`src/rtl/cpu_pkg.sv`:
```
// rtl/cpu_pkg.sv - shared types and constants for the PC/fetch sequencer
package cpu_pkg;

  typedef enum logic [2:0] {
    ST_RESET  = 3'd0,
    ST_REQ    = 3'd1,
    ST_WAIT   = 3'd2,
    ST_HOLD   = 3'd3,
    ST_HALTED = 3'd4,
    ST_FAULT  = 3'd5
  } pc_state_t;

  typedef enum logic [2:0] {
    SEL_RESET,
    SEL_KEEP,
    SEL_INCR,
    SEL_TARGET,
    SEL_PENDING
  } pc_sel_t;

  localparam logic [31:0] PC_INCR              = 32'd4;
  localparam logic [31:0] DEFAULT_RESET_VECTOR = 32'h0000_0000;
  localparam logic [31:0] NOP_INSTR            = 32'h0000_0013;

endpackage

```
`src/rtl/pc_next_logic.sv`:
```
// rtl/pc_next_logic.sv - next-PC selection and redirect alignment check
module pc_next_logic
  import cpu_pkg::*;
#(
  parameter logic [31:0] RESET_VECTOR = DEFAULT_RESET_VECTOR
) (
  input  pc_sel_t     sel,
  input  logic [31:0] pc,
  input  logic [31:0] target,
  input  logic [31:0] pending_target,
  output logic [31:0] next_pc,
  output logic        target_misaligned
);

  assign target_misaligned = (target[1:0] != 2'b00);

  always_comb begin
    next_pc = pc;
    case (sel)
      SEL_RESET:   next_pc = RESET_VECTOR;
      SEL_INCR:    next_pc = pc + PC_INCR;
      SEL_TARGET:  next_pc = target;
      SEL_PENDING: next_pc = pending_target;
      default:     next_pc = pc;
    endcase
  end

endmodule

```
`src/rtl/pc_sequencer.sv`:
```
// rtl/pc_sequencer.sv - program counter and fetch sequencing stage
module pc_sequencer
  import cpu_pkg::*;
#(
  parameter logic [31:0] RESET_VECTOR = DEFAULT_RESET_VECTOR
) (
  input  logic        clk,
  input  logic        rst,
  input  logic        fetch_done_i,
  input  logic [31:0] instr_i,
  input  logic        stall_i,
  input  logic        redirect_i,
  input  logic [31:0] redirect_target_i,
  input  logic        halt_i,
  output logic [31:0] instruction_adr_o,
  output logic        fetch_req_o,
  output logic [31:0] instr_o,
  output logic [31:0] pc_o,
  output logic        instr_valid_o,
  output logic        misaligned_o,
  output logic [2:0]  state_o
);

  pc_state_t   state, state_d;
  pc_sel_t     sel;
  logic [31:0] pc, next_pc, pending_target, pending_target_d;
  logic        redirect_pending, redirect_pending_d;
  logic        halt_pending, halt_pending_d;
  logic        capture, valid_d, set_misaligned, target_misaligned;
  logic        halt_any;

  pc_next_logic #(.RESET_VECTOR(RESET_VECTOR)) u_next (
    .sel               (sel),
    .pc                (pc),
    .target            (redirect_target_i),
    .pending_target    (pending_target),
    .next_pc           (next_pc),
    .target_misaligned (target_misaligned)
  );

  assign halt_any = halt_i | halt_pending;

  always_comb begin
    state_d            = state;
    sel                = SEL_KEEP;
    capture            = 1'b0;
    valid_d            = 1'b0;
    set_misaligned     = 1'b0;
    redirect_pending_d = redirect_pending;
    pending_target_d   = pending_target;
    halt_pending_d     = halt_pending;
    case (state)
      ST_RESET: begin
        sel     = SEL_RESET;
        state_d = ST_REQ;
      end
      ST_REQ: begin
        if (redirect_i && target_misaligned) begin
          set_misaligned = 1'b1;
          state_d        = ST_FAULT;
        end else if (redirect_i) begin
          sel     = SEL_TARGET;
          state_d = halt_i ? ST_HALTED : ST_REQ;
        end else begin
          state_d = halt_i ? ST_HALTED : ST_WAIT;
        end
      end
      ST_WAIT: begin
        if (redirect_i && target_misaligned) begin
          set_misaligned = 1'b1;
          state_d        = ST_FAULT;
        end else if (fetch_done_i) begin
          redirect_pending_d = 1'b0;
          halt_pending_d     = 1'b0;
          // A redirect seen at any point of this fetch discards the returned word.
          if (redirect_i) begin
            sel = SEL_TARGET;
          end else if (redirect_pending) begin
            sel = SEL_PENDING;
          end else begin
            capture = 1'b1;
            valid_d = 1'b1;
            if (!halt_any && !stall_i) sel = SEL_INCR;
          end
          if (halt_any)                 state_d = ST_HALTED;
          else if (capture && stall_i)  state_d = ST_HOLD;
          else                          state_d = ST_REQ;
        end else begin
          if (redirect_i) begin
            redirect_pending_d = 1'b1;
            pending_target_d   = redirect_target_i;
          end
          halt_pending_d = halt_any;
        end
      end
      ST_HOLD: begin
        valid_d = 1'b1;
        if (redirect_i && target_misaligned) begin
          valid_d        = 1'b0;
          set_misaligned = 1'b1;
          state_d        = ST_FAULT;
        end else if (redirect_i) begin
          valid_d = 1'b0;
          sel     = SEL_TARGET;
          state_d = halt_i ? ST_HALTED : ST_REQ;
        end else if (halt_i) begin
          valid_d = 1'b0;
          state_d = ST_HALTED;
        end else if (!stall_i) begin
          valid_d = 1'b0;
          sel     = SEL_INCR;
          state_d = ST_REQ;
        end
      end
      default: begin
        state_d = state;
      end
    endcase
  end

  always_ff @(posedge clk or negedge rst) begin
    if (!rst) begin
      state            <= ST_RESET;
      pc               <= RESET_VECTOR;
      pending_target   <= 32'd0;
      redirect_pending <= 1'b0;
      halt_pending     <= 1'b0;
      instr_o          <= 32'd0;
      pc_o             <= 32'd0;
      instr_valid_o    <= 1'b0;
      misaligned_o     <= 1'b0;
    end else begin
      state            <= state_d;
      pc               <= next_pc;
      pending_target   <= pending_target_d;
      redirect_pending <= redirect_pending_d;
      halt_pending     <= halt_pending_d;
      instr_valid_o    <= valid_d;
      if (set_misaligned) misaligned_o <= 1'b1;
      if (capture) begin
        instr_o <= instr_i;
        pc_o    <= pc;
      end
    end
  end

  assign instruction_adr_o = pc;
  assign fetch_req_o       = (state == ST_REQ) || (state == ST_WAIT);
  assign state_o           = state;

endmodule

```
`config.mk`:
```
export PLATFORM = sky130hd
export DESIGN_NAME = pc_sequencer
export DESIGN_NICKNAME = d
export VERILOG_FILES = /design/src/rtl/cpu_pkg.sv /design/src/rtl/pc_next_logic.sv /design/src/rtl/pc_sequencer.sv
export SDC_FILE = /design/constraint.sdc
export NUM_CORES = 1
export LEC_CHECK = 0
export ABC_AREA = 0
export CORE_MARGIN = 5
export CORE_UTILIZATION = 34
export CTS_CLUSTER_SIZE = 20
export DETAILED_ROUTE_END_ITERATION = 10
export PLACE_DENSITY_LB_ADDON = 0.05
export RECOVER_POWER = 25
export SLEW_MARGIN = 20
export SYNTH_ARGS = -nofsm -noshare
export SYNTH_HDL_FRONTEND = slang
export SYNTH_SLANG_ARGS = --single-unit
```
`constraint.sdc`:
```
create_clock -name clk -period 3.9 [get_ports clk]
set_input_delay 0.78 -clock clk [delete_from_list [all_inputs] [get_ports clk]]
set_output_delay 0.78 -clock clk [all_outputs]
set_load 0.03 [all_outputs]
```
==> results.sh <==
export IMPL_status="complete, but fails checks"
export IMPL_violations="capacitance limit, slew limit"
export IMPL_synth_warning_count=0
export IMPL_cts_root_buf="clkbuf_16"
export IMPL_first_iter_violations=188
export IMPL_vias=4955
export IMPL_r2r_start="state_o[1]$_DFFE_PN0P_"
export IMPL_synth_top_cell_area_share_pct=54.60
export IMPL_antenna_found_initial=0
export IMPL_path_common_cell="a221o_1"
export IMPL_timing_rr_end="instr_o[15]$_DFFE_PN0P_"
export IMPL_fmax_mhz=321.7
export IMPL_synth_common_cells="135 x dfrtp_1, 90 x mux2_2, 45 x nand2_1, 25 x o21ai_0, 24 x a21oi_1"
export IMPL_grt_overflow=0
export IMPL_die_area_um2=21000
export IMPL_path_cells="clkdlybuf4s50_1, or4b_4, a221o_1, buf_4, or4b_1, a21oi_1, a221o_1"
export IMPL_clock_sinks=135
export IMPL_p_leak_nw=3.911
export IMPL_cts_setup_buffers=0
export IMPL_route_detailed_drc=0
export IMPL_cts_buffers=17
export IMPL_initial_utilization_pct=34.44
export IMPL_start_kind="primary input"
export IMPL_skew_ps=9.538
export IMPL_dr_pass1_iters=4
export IMPL_antennaDiodeCount=0
export IMPL_ys_types=55
export IMPL_final_net_count=772
export IMPL_ant_nets=0
export IMPL_seq_area_um2=3378
export IMPL_cts_tree="done"
export IMPL_path_class="in2reg"
export IMPL_crit_family="simple AND/OR/NAND/NOR gates"
export IMPL_synth_fp_nets=600
export IMPL_ios=172
export IMPL_use_met3_pct=4.272
export IMPL_ctsHoldBuffers=0
export IMPL_grt_busiest_layer="met2"
export IMPL_first_global_vias=5187
export IMPL_yosysSeqAreaShare_pct=54.60
export IMPL_routed_wl_mm=17.31
export IMPL_ys_flop_type="dfrtp_1"
export IMPL_p_per_area_nw_per_um2=362.5
export IMPL_path_clk_slew_ps=60
export IMPL_clk_path_buf_depth=2
export IMPL_cp_data_arrival_time_ps=3460
export IMPL_slew_headroom_pct=-61.06
export IMPL_synth_edff_count=0
export IMPL_avgSynthCellArea_um2=11.70
export IMPL_hpwlAfterDp_mm=12.35
export IMPL_die_y_um=144.9
export IMPL_drv_cap=1
export IMPL_crit_path_top_delay_cell="or4b_4"
export IMPL_async_reset_ff_share_pct=100.0
export IMPL_fin_crit_sh_pct=79.70
export IMPL_cts_max_level=4
export IMPL_rsz0062_at_grt="false"
export IMPL_syn_inst=529
export IMPL_n_fill_cell=1649
export IMPL_reg2reg_setup_slack_ps=1100
export IMPL_cp_required_ps=4260
export IMPL_multi_input_area_um2=2651
export IMPL_crit_buf_inv=2
export IMPL_grt_pass1_wl_mm=28.84
export IMPL_syn_area_um2=6187
export IMPL_worst_slew_pin_slew_ps=2416
export IMPL_grt_use_met2_pct=27.65
export IMPL_drive_gt1_share_pct=20.20
export IMPL_end_kind="flip-flop"
export IMPL_peakVddDrop_v=0.0003077
export IMPL_drt_vias_per_instance=5.260
export IMPL_place_congestion=0.7906
export IMPL_clkLatencyLatePin_ps=420
export IMPL_grt_max_degree=94
export IMPL_synth_seq_cells=135
export IMPL_synth_top_area_cell="dfrtp_1"
export IMPL_worst_path_largest_cell_delay_ps=620
export IMPL_synth_area_leaders="dfrtp_1 55%, mux2_2 16%, a221o_1 3.7%"
export IMPL_ctsResizeCount=0
export IMPL_r2r_cells=4
export IMPL_hold_violations=0
export IMPL_area_growth_pct=42.24
export IMPL_instances_no_fill=942
export IMPL_die_x_um=144.9
export IMPL_core_area_um2=17960
export IMPL_grtUsageTotal_pct=16.73
export IMPL_yosysMostFrequentCell="dfrtp_1"
export IMPL_finalCriticalPeriod_ps=3108
export IMPL_path_max_fanout=29
export IMPL_finalSetupViolCount=0
export IMPL_use_met1_pct=21.13
export IMPL_hold_path_class="reg2reg"
export IMPL_wl_per_cell_um=18.37
export IMPL_setup_worst_path_start="redirect_i"
export IMPL_io_buffers=171
export IMPL_tns_ps=0
export IMPL_dp_cells=911
export IMPL_crit_cells=7
export IMPL_drv_slew=43
export IMPL_crit_end="instruction_adr_o[18]$_DFFE_PN0N_"
export IMPL_rows=49
## placed cells by master (no fill, tap or decap), drive strengths merged, types with 8 or more instances in the layout
master,n
a21oi,24
a221o,23
buf,15
clkbuf,26
clkdlybuf4s50,170
dfrtp,135
mux2,90
nand2,45
nand3,10
nand3b,8
nor2,20
nor3,8
o21ai,33
## per-stage QoR
stage | util, % | power (W) | setup WS [ps] | hold slack, ps | area, um^2
finish | 48.99 | 0.003190 | 791.7 | 470.9 | 8801
global route | 48.99 | 0.003315 | 709.7 | 497.8 | 8801
CTS | 49.01 | 0.003234 | 565.4 | 271.2 | 8803
detailed placement | 45.56 | 0.001552 | 369.9 | 460.4 | 8184
global placement | 45.56 | 0.001551 | 412.9 | 458.8 | 8184
floorplan | - | 0.001439 | 1219 | 450.3 | 6187
## tightest hold or removal path, delay by kind of cell, from the launching register on
kind / cells / cell delay (ps)
compound gates: 1 / 50
buf+inv: 1 / 50
flops: 1 / 340
## registers in the layout (all words and copies together) (netlist names)
| signal | count |
|---|---|
| misaligned_o | 1 |
| state_o | 3 |
| instr_o | 32 |
| pc_o | 32 |
| instruction_adr_o | 32 |
| instr_valid_o | 1 |
| redirect_pending | 1 |
| pending_target | 32 |
| halt_pending | 1 |
## cell type report
type                            count  share of cell area [%]
Multi-Input combinational cell    355                   30.13
Clock inverter                      6                   1.294
Tap cell                          229                   3.256
Inverter                            6                  0.2559
Clock buffer                       25                   5.744
Sequential cell                   135                   38.38
Timing Repair Buffer              186                   20.94
## cells by family after synthesis
| family | after synthesis | share of synthesized area (%) |
|---|---|---|
| AOI/OAI and AO/OA | 115 | 12.98 |
| DFF | 135 | 54.60 |
| buffers and inverters | 39 | 2.629 |
| muxes | 92 | 16.70 |
| xor gates and xnor gates | 1 | 0.1416 |
| adders and majority gates | 1 | 0.2022 |
| and+or+nand+nor | 146 | 12.74 |
## how the worst min path moves through the flow
stage / startpoint / to / slack (ps) / cells past startpoint
after floorplan: pending_target[17]$_DFFE_PN0P_ / instruction_adr_o[17]$_DFFE_PN0N_ / 450 / 2
after global placement: misaligned_o$_DFFE_PN0P_ / misaligned_o$_DFFE_PN0P_ / 460 / 2
after detailed placement: misaligned_o$_DFFE_PN0P_ / misaligned_o$_DFFE_PN0P_ / 460 / 2
after CTS: rst / instr_o[27]$_DFFE_PN0P_ / 270 / 1
after global routing: misaligned_o$_DFFE_PN0P_ / misaligned_o$_DFFE_PN0P_ / 500 / 2
final: misaligned_o$_DFFE_PN0P_ / misaligned_o$_DFFE_PN0P_ / 470 / 2
## per-layer routing
layer / up-vias / routed length [um]
met5: - / 0
met4: 0 / 349
met3: 30 / 855
met2: 134 / 8554
met1: 2480 / 7546
li1: 2311 / -
## power breakdown
group	total [W]	switching [W]	internal, W
logic	0.000122	0.0000539	0.0000681
registers	0.00140	0	0.00140
clock network	0.00167	0.000578	0.00109
total	0.00319	0.000632	0.00256
Power figures use the tool's default switching activity.
